### src/rtl/bin_to_digits_pkg.sv
// Shared constants, state encoding and digit packing for the binary-to-display converter.
// The display codes here must match the ones the seven-segment decoder renders.
package bin_to_digits_pkg;

   localparam int IN_W        = 14;
   localparam int DIG_W       = 5;
   localparam int BCD_W       = 16;
   localparam int CNT_W       = $clog2(IN_W);
   localparam int MAX_DISPLAY = 9999;

   localparam logic [DIG_W-1:0] BLANK_CODE = 5'd16;
   localparam logic [DIG_W-1:0] DASH_CODE  = 5'd17;

   // Power-on display: three blanks and a single zero in the ones position.
   localparam logic [4*DIG_W-1:0] BIG_BIN_RST = {BLANK_CODE, BLANK_CODE, BLANK_CODE, 5'd0};

   typedef enum logic [1:0] {
      ST_IDLE  = 2'd0,
      ST_SHIFT = 2'd1,
      ST_PACK  = 2'd2
   } state_t;

   // Turn the finished BCD accumulator into four display codes, d3 in the top bits.
   // Blanking walks down from the thousands digit and stops at the first non-zero
   // digit; the ones digit always shows so a zero value still reads "0".
   function automatic logic [4*DIG_W-1:0] pack_digits(input logic [BCD_W-1:0] bcd,
                                                      input logic             ovf,
                                                      input logic             blank);
      logic [DIG_W-1:0] d3, d2, d1, d0;
      logic             lead3, lead2, lead1;
      d3 = {1'b0, bcd[15:12]};
      d2 = {1'b0, bcd[11:8]};
      d1 = {1'b0, bcd[7:4]};
      d0 = {1'b0, bcd[3:0]};
      lead3 = blank && (bcd[15:12] == 4'd0);
      lead2 = lead3 && (bcd[11:8] == 4'd0);
      lead1 = lead2 && (bcd[7:4] == 4'd0);
      if (ovf) begin
         d3 = DASH_CODE;
         d2 = DASH_CODE;
         d1 = DASH_CODE;
         d0 = DASH_CODE;
      end else begin
         if (lead3) d3 = BLANK_CODE;
         if (lead2) d2 = BLANK_CODE;
         if (lead1) d1 = BLANK_CODE;
      end
      return {d3, d2, d1, d0};
   endfunction

endpackage

### src/rtl/bin_to_digits_add3.sv
// Single BCD correction cell: a nibble of 5 or more gets +3 so the following
// left shift carries correctly into the next decimal digit.
module bcd_add3
   import bin_to_digits_pkg::*;
(
   input  logic [3:0] i_nib,
   output logic [3:0] o_nib
);

   // Values 5..9 are the only ones reachable in a valid BCD nibble that need correcting.
   always_comb begin
      o_nib = (i_nib >= 4'd5) ? (i_nib + 4'd3) : i_nib;
   end

endmodule

### src/rtl/bin_to_digits.sv
// Sequential shift-and-add-3 binary-to-BCD converter feeding the 4-digit display mux.
// big_bin only changes in the PACK cycle, so the display holds steady during a conversion.
module bin_to_digits
   import bin_to_digits_pkg::*;
(
   input  logic                 clk,
   input  logic                 rst,
   input  logic [IN_W-1:0]      bin_in,
   input  logic                 start,
   input  logic                 blank_en,
   output logic                 busy,
   output logic                 done,
   output logic [4*DIG_W-1:0]   big_bin
);

   state_t             r_state;
   state_t             w_next;
   logic [IN_W-1:0]    r_shreg;
   logic [BCD_W-1:0]   r_bcd;
   logic [CNT_W-1:0]   r_cnt;
   logic               r_ovf;
   logic               r_blank;
   logic               r_done;
   logic [4*DIG_W-1:0] r_big_bin;
   logic [BCD_W-1:0]   w_adj;

   genvar g;
   generate
      for (g = 0; g < BCD_W / 4; g++) begin : g_add3
         bcd_add3 u_add3 (
            .i_nib (r_bcd[4*g +: 4]),
            .o_nib (w_adj[4*g +: 4])
         );
      end
   endgenerate

   // State register.
   always_ff @(posedge clk) begin
      if (rst) r_state <= ST_IDLE;
      else     r_state <= w_next;
   end

   // Next-state logic: IN_W shift cycles counted down to zero, then one pack cycle.
   always_comb begin
      w_next = r_state;
      case (r_state)
         ST_IDLE:  if (start) w_next = ST_SHIFT;
         ST_SHIFT: if (r_cnt == '0) w_next = ST_PACK;
         ST_PACK:  w_next = ST_IDLE;
         default:  w_next = ST_IDLE;
      endcase
   end

   // Datapath: capture on accept, correct-then-shift each SHIFT cycle, publish in PACK.
   always_ff @(posedge clk) begin
      if (rst) begin
         r_shreg   <= '0;
         r_bcd     <= '0;
         r_cnt     <= '0;
         r_ovf     <= 1'b0;
         r_blank   <= 1'b0;
         r_done    <= 1'b0;
         r_big_bin <= BIG_BIN_RST;
      end else begin
         r_done <= 1'b0;
         case (r_state)
            ST_IDLE: begin
               if (start) begin
                  r_shreg <= bin_in;
                  r_blank <= blank_en;
                  r_bcd   <= '0;
                  r_cnt   <= CNT_W'(IN_W - 1);
                  r_ovf   <= (bin_in > IN_W'(MAX_DISPLAY));
               end
            end
            ST_SHIFT: begin
               {r_bcd, r_shreg} <= {w_adj[BCD_W-2:0], r_shreg, 1'b0};
               r_cnt            <= r_cnt - CNT_W'(1);
               // A carry out of the top digit only happens for values already
               // flagged as overflow, so folding it in never changes the result.
               r_ovf            <= r_ovf | w_adj[BCD_W-1];
            end
            ST_PACK: begin
               r_big_bin <= pack_digits(r_bcd, r_ovf, r_blank);
               r_done    <= 1'b1;
            end
            default: ;
         endcase
      end
   end

   assign busy    = (r_state != ST_IDLE);
   assign done    = r_done;
   assign big_bin = r_big_bin;

endmodule
### config.mk
export PLATFORM = sky130hd
export DESIGN_NAME = bin_to_digits
export DESIGN_NICKNAME = d
export VERILOG_FILES = /design/src/rtl/bin_to_digits_pkg.sv /design/src/rtl/bin_to_digits_add3.sv /design/src/rtl/bin_to_digits.sv
export SDC_FILE = /design/constraint.sdc
export NUM_CORES = 1
export LEC_CHECK = 0
export ABC_AREA = 1
export BUFFER_PORTS_ARGS = -buffer_cell sky130_fd_sc_hd__buf_2
export CAP_MARGIN = 20
export CORE_MARGIN = 5
export CORE_UTILIZATION = 45
export CTS_BUF_LIST = sky130_fd_sc_hd__clkbuf_4 sky130_fd_sc_hd__clkbuf_8 sky130_fd_sc_hd__clkbuf_16
export CTS_CLUSTER_DIAMETER = 120
export DETAILED_ROUTE_END_ITERATION = 16
export PLACE_DENSITY = 0.62
export SLEW_MARGIN = 20
export SYNTH_ARGS = -nofsm -noshare
export SYNTH_HDL_FRONTEND = slang
export SYNTH_SLANG_ARGS = --single-unit
### constraint.sdc
create_clock -name clk -period 1.7 [get_ports clk]
set_input_delay 0.17 -clock clk [delete_from_list [all_inputs] [get_ports clk]]
set_output_delay 0.17 -clock clk [all_outputs]
set_load 0.01 [all_outputs]
; ---- Yosys cells after proc, flatten, opt, wreduce, memory -nomap -nowiden
; Cells that the tools add are included.
; Widths: inputs -> output; s select.
[word_totals]
register_bits = 59
output_inout_bits = 22
input_bits = 18
word_cells = 59
[op_classes]
order_cmp = 5
n_addsub = 5
n_eq_ne = 4
bitwise = 1
n_mux = 23
n_reduce_logical = 13
[op_table]
columns = cell, count
row1 = $mux 5, 7
row2 = $pmux 16 s2, 1
row3 = $pmux 14 s2, 1
row4 = $mux 4, 5
row5 = $add 4x2->4 const B, 4
row6 = $ge 4x3->1 const B, 4
row7 = $logic_not 4->1, 4
row8 = $mux 16, 1
row9 = $gt 14x14->1 const B, 1
row10 = $mux 14, 1
row11 = $pmux 4 s2, 1
row12 = $reduce_and 2->1, 3
row13 = $mux 2, 2
row14 = $ne 2x2->1 const B, 2
row15 = $pmux 2 s2, 1
row16 = $reduce_bool 2->1, 2
row17 = $sub 4x1->4 const B, 1
row18 = $logic_and 1x1->1, 3
row19 = $eq 2x1->1 const B, 1
row20 = $eq 2x2->1 const B, 1
row21 = $logic_not 2->1, 1
row22 = $mux 1, 2
row23 = $pmux 1 s2, 1
row24 = $or 1x1->1, 1

; ---- Depth between registers and ports, before layout
; Gate-level depths: netlist of the first run.
[logic_depth]
ltp_word = 6
ltp_mapped = 9
ltp_nobuf = 9

; ---- Cells and area by module
; A second synthesis of the first run with hierarchy kept.
[hier_totals]
cells_unflattened = 381
area_unflattened_um2 = 2825.2
[by_module_without_submodules]
columns = module, cells_each, seq_area_each_um2, n_inst, area_each_um2
row1 = bin_to_digits, 289, 1181.1, 1, 2284.7
row2 = bcd_add3, 23, 0.0, 4, 135.1

; ---- Least setup slack after synthesis of the first run
; No wires, ideal clock.
[synth_path]
path_type = flip-flop to flip-flop
from = reg r_bcd[8]
to = reg r_bcd[9]
n_path_buf = 0
setup_time_ns = 0.132
arrival_time_ns = 1.049
stages_incl_launch_ff = 9
slack_ns = 0.519
period_less_slack_ns = 1.181
t_required_ns = 1.568
cell_sequence = dfxtp_1 inv_1 ha_1 inv_1 nand2_1 nand3_1 nand2_1 nand3_1 a21oi_1
[synth_via]
elab_chain_len = 3
elab_cells_between_ends = 4
cone_classes = 1 x add/sub / 1 x order compare / 2 x mux
[synth_lines]
columns = item, line_no
row1 = from (decl), bin_to_digits.sv:19  ; logic [BCD_W-1:0] r_bcd;
row2 = from (signal assigned), bin_to_digits.sv:77  ; {r_bcd, r_shreg} <= {w_adj[BCD_W-2:0], r_shreg, 1'b0};
row3 = $add 4x2->4 / $ge 4x3->1 (equally long branches), bin_to_digits_add3.sv:12  ; o_nib = (i_nib >= 4'd5) ? (i_nib + 4'd3) : i_nib;
row4 = $mux 4 (*), bin_to_digits_add3.sv:12
row5 = $pmux 16 s2 (*), bin_to_digits.sv:66  ; case (r_state)
; Mark *: on every way between the ends. The rest lies on a longest branch, timed or not.
; A chain may end at the register's enable or synchronous reset.

; ---- Final worst setup path of the first run
[layout_path]
from = reg r_bcd[12]
to = reg r_big_bin[5], in the netlist big_bin[5]
[layout_via]
elab_chain_len = 6
[layout_lines]
columns = item, line_no
row1 = $logic_not 4->1, bin_to_digits_pkg.sv:35  ; lead3 = blank && (bcd[15:12] == 4'd0);
row2 = $logic_and 1x1->1, bin_to_digits_pkg.sv:35
row3 = $logic_and 1x1->1, bin_to_digits_pkg.sv:36  ; lead2 = lead3 && (bcd[11:8] == 4'd0);
row4 = $logic_and 1x1->1, bin_to_digits_pkg.sv:37  ; lead1 = lead2 && (bcd[7:4] == 4'd0);
row5 = $mux 5, bin_to_digits_pkg.sv:46  ; if (lead1) d1 = BLANK_CODE;
row6 = $mux 5, bin_to_digits_pkg.sv:38  ; if (ovf) begin
row7 = to (signal assigned), bin_to_digits.sv:84  ; r_big_bin <= pack_digits(r_bcd, r_ovf, r_blank);
row8 = to (decl), bin_to_digits.sv:24  ; logic [4*DIG_W-1:0] r_big_bin;
; No other way between the ends.

==> results of run 1 <==
## layout by cell type, fill, tap and decap left out
| cell type | n |
|---|---|
| a21oi_1 | 39 |
| a22oi_1 | 1 |
| a31oi_1 | 13 |
| buf_12 | 1 |
| buf_2 | 39 |
| buf_4 | 5 |
| bufinv_16 | 1 |
| clkbuf_4 | 1 |
| clkbuf_8 | 13 |
| clkinv_2 | 1 |
| dfxtp_1 | 59 |
| ha_1 | 12 |
| inv_1 | 31 |
| inv_2 | 3 |
| nand2_1 | 134 |
| nand2_2 | 1 |
| nand3_1 | 22 |
| nand3_2 | 1 |
| nand4_1 | 9 |
| nor2_1 | 26 |
| nor2_2 | 1 |
| nor2_4 | 1 |
| nor3_1 | 2 |
| nor3b_1 | 1 |
| o211ai_1 | 1 |
| o21ai_0 | 12 |
| o21ai_2 | 1 |
| o22ai_1 | 1 |
## worst min-delay path by stage
stage	startpoint	cells past startpoint	slack [ns]	end
floorplan	bin_in[0]	2	0.31	r_shreg[0]
global placement	bin_in[0]	3	0.42	r_shreg[0]
detailed placement	bin_in[2]	3	0.44	r_shreg[2]
CTS	bin_in[0]	3	0.08	r_shreg[0]
global route	bin_in[0]	3	0.08	r_shreg[0]
finish	bin_in[0]	3	0.09	r_shreg[0]
## power by group
group          internal, mW  switching [mW]
registers              1.44          0.0302
clock network         0.846           0.527
logic                 0.101           0.199
## flip-flops by register name, summed over array words and instances, names as in the netlist
| name | count |
|---|---|
| big_bin | 20 |
| r_bcd | 16 |
| r_shreg | 14 |
| r_cnt | 4 |
| r_state | 2 |
| done | 1 |
| r_blank | 1 |
| r_ovf | 1 |
## cell families after synthesis
family                   Yosys count
AO/OA/AOI/OAI                     68
adder cells (fa/ha/maj)           12
buffers and inverters             50
flip-flops                        59
AND/OR/NAND/NOR                  198
## stage by stage
stage | setup WS, ns | utilization [%] | power, mW | instance area, µm² | std cells
3_3_place_gp | 0.3016 | 50.59 | 1.797 | 2995 | 492
3_5_place_dp | 0.2845 | 50.59 | 1.799 | 2995 | 492
5_1_grt | 0.1734 | 54.25 | 3.271 | 3212 | 507
4_1_cts | 0.2679 | 54.25 | 3.169 | 3212 | 507
6_report | 0.2506 | 54.25 | 3.139 | 3212 | 507
2_1_floorplan | 0.5190 | - | 1.694 | 2725 | 387
## routing by layer
layer  share of wire (%)  up-vias  GRT usage (%)
met5                   0        -              0
met4                 1.3        0          7.671
met3                 4.5        7          3.481
met2                  45       57          26.64
met1                  49     1114          22.86
li1                    -     1336              -
## cells in the mapped netlist (all sizes together)
library cell,number
nor3,2
o22ai,1
dfxtp,59
clkinv,1
a22oi,1
inv,34
clkbuf,5
buf,10
nand2,135
nor2,28
nand3,23
o21ai,13
nor3b,1
o211ai,1
nand4,9
a21oi,39
ha,12
a31oi,13
## layout make-up
class	count	area (µm²)	share of cell area (%)
Tap cell	75	93.84	2.922
Clock buffer	14	186.4	5.804
Timing Repair Buffer	45	252.7	7.869
Multi-Input combinational cell	278	1335	41.57
Inverter	35	132.6	4.129
Sequential cell	59	1181	36.77
Clock inverter	1	30.03	0.9349
## worst min-delay path, cell delays in order
cell     delay [ns]
buf_2          0.09
nand2_1        0.06
a21oi_1        0.05
==> impl_metrics.csv, run 1 <==
group,metric,value,unit
outcome,outcome,"finished clean",
global_route,grt_remaining_overflow,0,
setup_path,crit_top_cell,"nand2_1",
global_route,grt_usage,17.12,%
pwr,ir_worst_vdd,0.0005993,V
clocking,ctsResizeCount,0,
synth,syn_nets,417,
sta,drv_slew,0,
clocking,numCtsBuffers,9,
clocking,htree_levels,3,
clocking,cts.sinks,59,
setup_path,path_cells,"inv_1 -> ha_1 -> nand2_1 -> nor2_1 -> nand3_1 -> nand2_1 -> a21oi_1",
clocking,clock-root-buffer,"clkbuf_8",
detailed_routing,routed_wl,6.258,mm
sta,hold_ws,0.09142,ns
clocking,cts_tree,"done",
setup_path,crit_buf_inv,1,
global_route,antenna_found_initial,0,
synth,synth_xor_area_share,0,%
place,place_hpwl,4.305,mm
finish,nFillCells,596,
min_path,hp-class,"primary input to register",
synth,synth_seq_area_share,43.34,%
setup_path,worstSetupEndpoint,"big_bin[5]",
sta,clock.fmax,0.6899,GHz
setup_path,r2r_end,"big_bin[5]",
setup_path,path_depth,7,
clocking,clk_pin_slew_worst_paths,0.07,ns
detailed_routing,drt-initial-drc-count,121,
sta,post-route-period-util,85.26,%
floorplan,core,0.005921,mm²
synth,synthCells,387,
setup_path,ff2ff_path_depth,7,
detailed_routing,antenna_left,0,
synth,syn_avg_cell_area,7.042,µm²
setup_path,crit_type,"register to register",
sta,worstMarginPinSlew,0.4778,ns
detailed_routing,wl_per_cell,12.34,µm
floorplan,die_h,87.82,µm
clocking,hold_buffers,0,
detailed_routing,viasPerCell,4.959,
synth,synthMuxAreaShare,0,%
setup_path,crit_family,"simple AND/OR/NAND/NOR gates",
run,drv_cap,0,
setup_path,crit_arrival,1.66,ns
finish,syn2layout_area_growth,17.86,%
floorplan,dieArea,0.007712,mm²
setup_path,startpoint,"r_bcd[12]",
synth,syn_area,0.002725,mm²
sta,rsz0062_at_grt,"no",
setup_path,ff2ff_setup_slack,0.25,ns
synth,yosysTopAreaCell,"dfxtp_1",
floorplan,initial_core_util,46.03,%
detailed_routing,num_vias,2514,
detailed_routing,drc,0,
synth,synthAdderAreaFrac,5.510,%
finish,diodes,0,
synth,synth_top_family_by_area,"simple AND/OR/NAND/NOR gates",
place,gp_congestion,0.8680,
detailed_routing,drtPass1Iterations,4,
place,portBuffers,39,
floorplan,die_x,87.82,µm
setup_path,slowest_delay,0.36,ns
global_route,grt_pass1_wl,10.34,mm
clocking,clock_latency,0.33,ns
floorplan,rows,28,
sta,fin_tns_setup,0,ns
synth,yosysUniqueCellTypes,27,
setup_path,crit_fanout,6,
global_route,grt_pass1_vias,2290,
pwr,power.density,977.4,mW/mm²
sta,skew,0.004817,ns
clocking,clock_path_buffers,2,
synth,synth-seq-cells,59,
pwr,p_leak,1.393,nW
sta,slew_headroom,68.11,%
setup_path,critPathSlowestCell,"dfxtp_1",
setup_path,crit_path_end_kind,"register",
sta,setup_violations,0,
floorplan,io-pin-count,40,
finish,nNetsFinal,458,
setup_path,worstPathRequired,1.91,ns
synth,synth-simple-area-share,30.03,%
synth,synthDominantCellAreaShare,43.34,%
clocking,cts_setup_buffers,0,
sta,hold_viol_final,0,
setup_path,reg2reg_from,"r_bcd[12]",
setup_path,start_kind,"register",
sta,min_period,1.449,ns
synth,synth.top_cells.by_area,"dfxtp_1 (43%), nand2_1 (18%), a21oi_1 (7.2%)",
global_route,grt_max_degree,31,
synth,ys.warnings.count,0,
synth,synth_compound_area_share,13.45,%
finish,drive_gt1_share,15.97,%
Note: power is estimated with default switching activity, not from simulation.
==> run 2, diff against run 1 <==
==> constraint.sdc (replaced) <==
create_clock -name clk -period 1.7 [get_ports clk]
set_input_delay 0 -clock clk [delete_from_list [all_inputs] [get_ports clk]]
set_output_delay 0 -clock clk [all_outputs]
set_load 0.01 [all_outputs]
==> run 2 against run 1 <==
  * Wire length increased by 4.8%
  * Sequential power about the same
  * Critical path depth unchanged
  * Largest cell class unchanged
  * Clock power decreased by 7%
==> impl_metrics.csv, run 2 (synthesis results as in run 1) <==
group,metric,value,unit
outcome,outcome,"finished clean",
setup_path,crit_arrival,1.58,ns
sta,min_period,1.362,ns
place,portBuffers,39,
pwr,ir_worst_vdd,0.0005167,V
global_route,grt_remaining_overflow,0,
setup_path,worstPathRequired,1.92,ns
detailed_routing,drc,0,
pwr,power.density,920.2,mW/mm²
sta,fin_tns_setup,0,ns
detailed_routing,drtPass1Iterations,4,
sta,setup_violations,0,
finish,final_common_cell,"nand2_1",
floorplan,io-pin-count,40,
place,dp_cells,490,
clocking,ctsResizeCount,0,
global_route,grt_pass1_wl,11.18,mm
finish,diodes,0,
global_route,grt_max_degree,33,
finish,multi_input_area,0.001335,mm²
pwr,p_leak,1.435,nW
clocking,clock_latency,0.35,ns
finish,drive_gt1_share,15.06,%
sta,clock.fmax,0.7343,GHz
finish,syn2layout_area_growth,21.90,%
finish,largest_register_ffs,20,
detailed_routing,routed_wl,6.557,mm
clocking,clk_pin_slew_worst_paths,0.07,ns
sta,skew,0.01362,ns
sta,slew_headroom,68.00,%
pwr,power,3.057,mW
pwr,clock_power_share,41.4,%
clocking,cts_tree,"done",
finish,finalCoreUtilization,56.11,%
detailed_routing,wl_per_cell,12.61,µm
finish,stdcell_count,520,
clocking,numCtsBuffers,9,
sta,post-route-period-util,80.11,%
place,gp_congestion,0.8553,
finish,seq_area,0.001181,mm²
clocking,cts.sinks,59,
detailed_routing,antenna_left,0,
finish,most-common-layout-cells,"nand2_1 (134), dfxtp_1 (59), a21oi_1 (39), buf_2 (39), inv_1 (31)",
floorplan,die_x,87.82,µm
finish,finalInstanceArea,0.003322,mm²
global_route,grt_usage,18.60,%
setup_path,start_kind,"register",
global_route,antenna_found_initial,0,
floorplan,dieArea,0.007712,mm²
pwr,p_int,2.260,mW
detailed_routing,drt-initial-drc-count,135,
clocking,cts_setup_buffers,0,
global_route,grt_pass1_vias,2485,
pwr,switching_power,0.7967,mW
place,dpl_cell_area,0.002980,mm²
run,drv_cap,0,
sta,worstMarginPinSlew,0.4795,ns
floorplan,rows,28,
setup_path,crit_path_end_kind,"register",
detailed_routing,viasPerCell,4.990,
floorplan,die_h,87.82,µm
clocking,hold_buffers,15,
floorplan,core,0.005921,mm²
pwr,switching_share,26.06,%
floorplan,initial_core_util,46.03,%
clocking,clock_path_buffers,2,
pwr,combPwrFrac,10.6,%
sta,drv_slew,0,
detailed_routing,num_vias,2595,
finish,nNetsFinal,471,
sta,rsz0062_at_grt,"no",
clocking,htree_levels,3,
sta,hold_viol_final,0,
setup_path,crit_type,"register to register",
setup_path,crit_fanout,6,
clocking,clock-root-buffer,"clkbuf_8",
finish,nFillCells,575,
place,place_hpwl,4.346,mm
min_path,hp-class,"primary input to register",
pwr,power_frac_seq,48.0,%
[run 2: critical path: stages, from the launching register on]
cell and delay [ns]:
dfxtp_1 0.37, inv_1 0.12, ha_1 0.15, nand2_1 0.05
nor2_1 0.23, nand3_1 0.18, nand2_1 0.09, a21oi_1 0.05
[run 2: layout make-up]
class	count	area share (%)
clock inverters	5	1.620
multi-input cells	278	40.19
clock buffers	10	4.143
flip-flops and latches	59	35.56
repair buffers	58	11.68
inverters	35	3.992
well taps	75	2.825
[run 2: metal layers]
metal  routed length [µm]  global-route usage, %
met5                    0                      0
met1                 3160                  24.41
met3                  351                  4.233
met4                   85                  8.089
met2                 2959                  29.25
[run 2: path summary, 6_finish.rpt]
kind	start	endpoint	slack (ns)	depth (start not counted)
max	r_bcd[12]	big_bin[6]	0.34	7
min	rst	r_state[0]	0.03	2
max reg2reg	r_bcd[12]	big_bin[6]	0.34	7
min reg2reg	big_bin[7]	big_bin[7]	0.46	2
[run 2: through the flow]
step	worst slack, ns	hold slack, ns
after floorplan	0.5190	0.1429
after global placement	0.2795	0.2522
after global routing	0.1500	0.05268
after CTS	0.3022	0.01797
final	0.3382	0.03036
after detailed placement	0.3156	0.2620
[run 2: power groups by stage]
stage          combinational, mW  sequential (mW)  clock, mW
5_1_grt                    0.367             1.47       1.36
3_3_place_gp               0.299             1.50          0
2_1_floorplan              0.200             1.49          0
6_report                   0.324             1.47       1.27
3_5_place_dp               0.300             1.50          0
4_1_cts                    0.327             1.47       1.30
==> run 3, diff against run 2 <==
--- a/config.mk
+++ b/config.mk
@@ -13,7 +13,7 @@
 export CTS_BUF_LIST = sky130_fd_sc_hd__clkbuf_4 sky130_fd_sc_hd__clkbuf_8 sky130_fd_sc_hd__clkbuf_16
 export CTS_CLUSTER_DIAMETER = 120
 export DETAILED_ROUTE_END_ITERATION = 16
-export PLACE_DENSITY = 0.62
+export PLACE_DENSITY = 0.65
 export SLEW_MARGIN = 20
 export SYNTH_ARGS = -nofsm -noshare
 export SYNTH_HDL_FRONTEND = slang
==> constraint.sdc (replaced) <==
create_clock -name clk -period 1.1 [get_ports clk]
set_input_delay 0 -clock clk [delete_from_list [all_inputs] [get_ports clk]]
set_output_delay 0 -clock clk [all_outputs]
set_load 0.01 [all_outputs]
==> run 3 against run 2 <==
  * The run now ends with negative setup slack left
  * Worst setup slack got worse by 0.41 ns
  * Final area grew 24%
  * Sequential share of layout area decreased by 6.4 points
  * Flip-flop and latch count did not move
  * Critical endpoint is now r_bcd[5]
  * Largest power group unchanged
  * Highest routed layer unchanged
==> impl_metrics.csv, run 3 (synthesis results as in run 1) <==
group,metric,value,unit
place,gp_congestion,0.8501,
pwr,switching_share,26.62,%
sta,skew,0.005613,ns
floorplan,die_x,87.82,µm
floorplan,rows,28,
global_route,grt_util_met2,35.00,%
pwr,combPwrFrac,16.5,%
floorplan,die_h,87.82,µm
pwr,power_frac_seq,47.7,%
finish,diodes,0,
sta,min_period,1.170,ns
outcome,outcome,"complete, but fails checks",
sta,slew_headroom,69.18,%
setup_path,ff2ff_setup_slack,-0.07,ns
clocking,cts_tree,"done",
global_route,grt_pass1_wl,12.48,mm
detailed_routing,drt-initial-drc-count,164,
floorplan,io-pin-count,40,
setup_path,crit_type,"register to register",
detailed_routing,antenna_left,0,
setup_path,start_kind,"register",
global_route,grt_usage,20.64,%
finish,largest_register_ffs,20,
place,dp_cells,517,
finish,finalInstanceArea,0.004129,mm²
clocking,clk_pin_slew_worst_paths,0.06,ns
floorplan,initial_core_util,46.03,%
sta,clock.fmax,0.8544,GHz
global_route,use_met3,2.916,%
sta,setup_violations,34,
sta,post-route-period-util,106.4,%
place,place_hpwl,4.709,mm
sta,hold_viol_final,0,
place,portBuffers,39,
clocking,clock_latency,0.33,ns
clocking,cts.sinks,59,
finish,final_common_cell,"nand2_1",
setup_path,crit_path_end_kind,"register",
detailed_routing,num_vias,2865,
finish,nFillCells,485,
clocking,clock_path_buffers,2,
run,drv_cap,0,
finish,nNetsFinal,516,
finish,stdcell_count,562,
floorplan,dieArea,0.007712,mm²
setup_path,crit_fanout,6,
global_route,use_met1,26.15,%
detailed_routing,drtPass1Iterations,4,
setup_path,crit_arrival,1.43,ns
floorplan,core,0.005921,mm²
sta,drv_slew,0,
detailed_routing,drc,0,
pwr,p_leak,1.821,nW
finish,drive_gt1_share,39.84,%
global_route,antenna_found_initial,0,
pwr,power.density,1156,mW/mm²
sta,worst_slack,-0.07043,ns
detailed_routing,wl_per_cell,13.70,µm
outcome,violations,"negative setup slack",
global_route,grt_pass1_vias,2712,
pwr,p_int,3.502,mW
sta,rsz0062_at_grt,"yes",
pwr,switching_power,1.271,mW
pwr,ir_worst_vdd,0.0009026,V
detailed_routing,routed_wl,7.698,mm
global_route,grt_max_degree,29,
clocking,numCtsBuffers,9,
pwr,clock_power_share,35.8,%
global_route,busiest_layer,"met2",
finish,most-common-layout-cells,"nand2_1 (112), dfxtp_1 (47), buf_2 (38)",
clocking,clock-root-buffer,"clkbuf_8",
sta,worstMarginPinSlew,0.4618,ns
clocking,htree_levels,3,
detailed_routing,viasPerCell,5.098,
place,dpl_cell_area,0.003267,mm²
finish,syn2layout_area_growth,51.52,%
setup_path,worstPathRequired,1.36,ns
global_route,grt_remaining_overflow,0,
min_path,hp-class,"primary input to register",
## run 3: cell types whose count changed in the layout (fill, tap and decap cells not counted), moves of 10 or more
cell     before  now
buf_4         3   34
buf_6         0   11
dfxtp_1      59   47
inv_1        31   17
nand2_1     134  112
nand2_2       1   15
nand3_1      22   12
## run 3: cell type report
type / count / area [µm²] / share of cell area (%)
sequential: 59 / 1204 / 29.15
multi-input combinational: 278 / 1665 / 40.33
tap: 75 / 93.84 / 2.273
clock buffer: 12 / 158.9 / 3.848
inverter: 35 / 172.7 / 4.182
timing repair buffer: 103 / 834.6 / 20.21
## run 3: path summary, 6_finish.rpt
path	start	end	cells after the start
hold reg to reg	big_bin[1]	big_bin[1]	2
hold / removal	bin_in[13]	r_shreg[13]	5
setup / recovery	r_state[0]	r_bcd[5]	6
setup reg to reg	r_state[0]	r_bcd[5]	6
## run 3: power by group through the flow
stage          Sequential (mW)  Clock (mW)  Combinational [mW]
2_1_floorplan             2.31           0               0.311
6_report                  2.28        1.71               0.789
5_1_grt                   2.29        1.82               0.853
3_3_place_gp              2.31           0               0.562
4_1_cts                   2.27        1.74               0.680
3_5_place_dp              2.31           0               0.573
## run 3: stage by stage
stage | worst slack [ns] | power [mW] | utilization (%) | hold slack [ns] | setup TNS [ns]
5_1_grt | -0.1618 | 4.957 | 69.74 | 0.1293 | -4.374
3_5_place_dp | -0.1535 | 2.887 | 55.18 | 0.2533 | -3.613
3_3_place_gp | -0.1499 | 2.875 | 55.18 | 0.2519 | -2.610
4_1_cts | -0.04405 | 4.694 | 65.03 | 0.07256 | -0.3263
6_report | -0.07043 | 4.773 | 69.74 | 0.08603 | -1.052
2_1_floorplan | 0.003507 | 2.621 | - | 0.1429 | 0
## run 3: worst max-delay path, cell delays in order, from the launching register on
cell and delay, ns:
dfxtp_4 0.40, inv_4 0.06, nor2_4 0.14, buf_12 0.15, buf_12 0.11, nand3_1 0.10
a21oi_2 0.14
## run 3: timing repair
item	in CTS	in global routing
hold endpoints to repair	14	0
setup buffers	10	7
cloned	1	1
pin swaps	18	26
resized for setup	65	57
hold buffers	14	0
endpoints found under the setup margin	54	55
## run 3: routing by layer
layer	up-vias	share of wire (%)
li1	1456	-
met1	1335	43
met2	65	51
met3	9	4.2
met4	0	1.3
met5	-	0
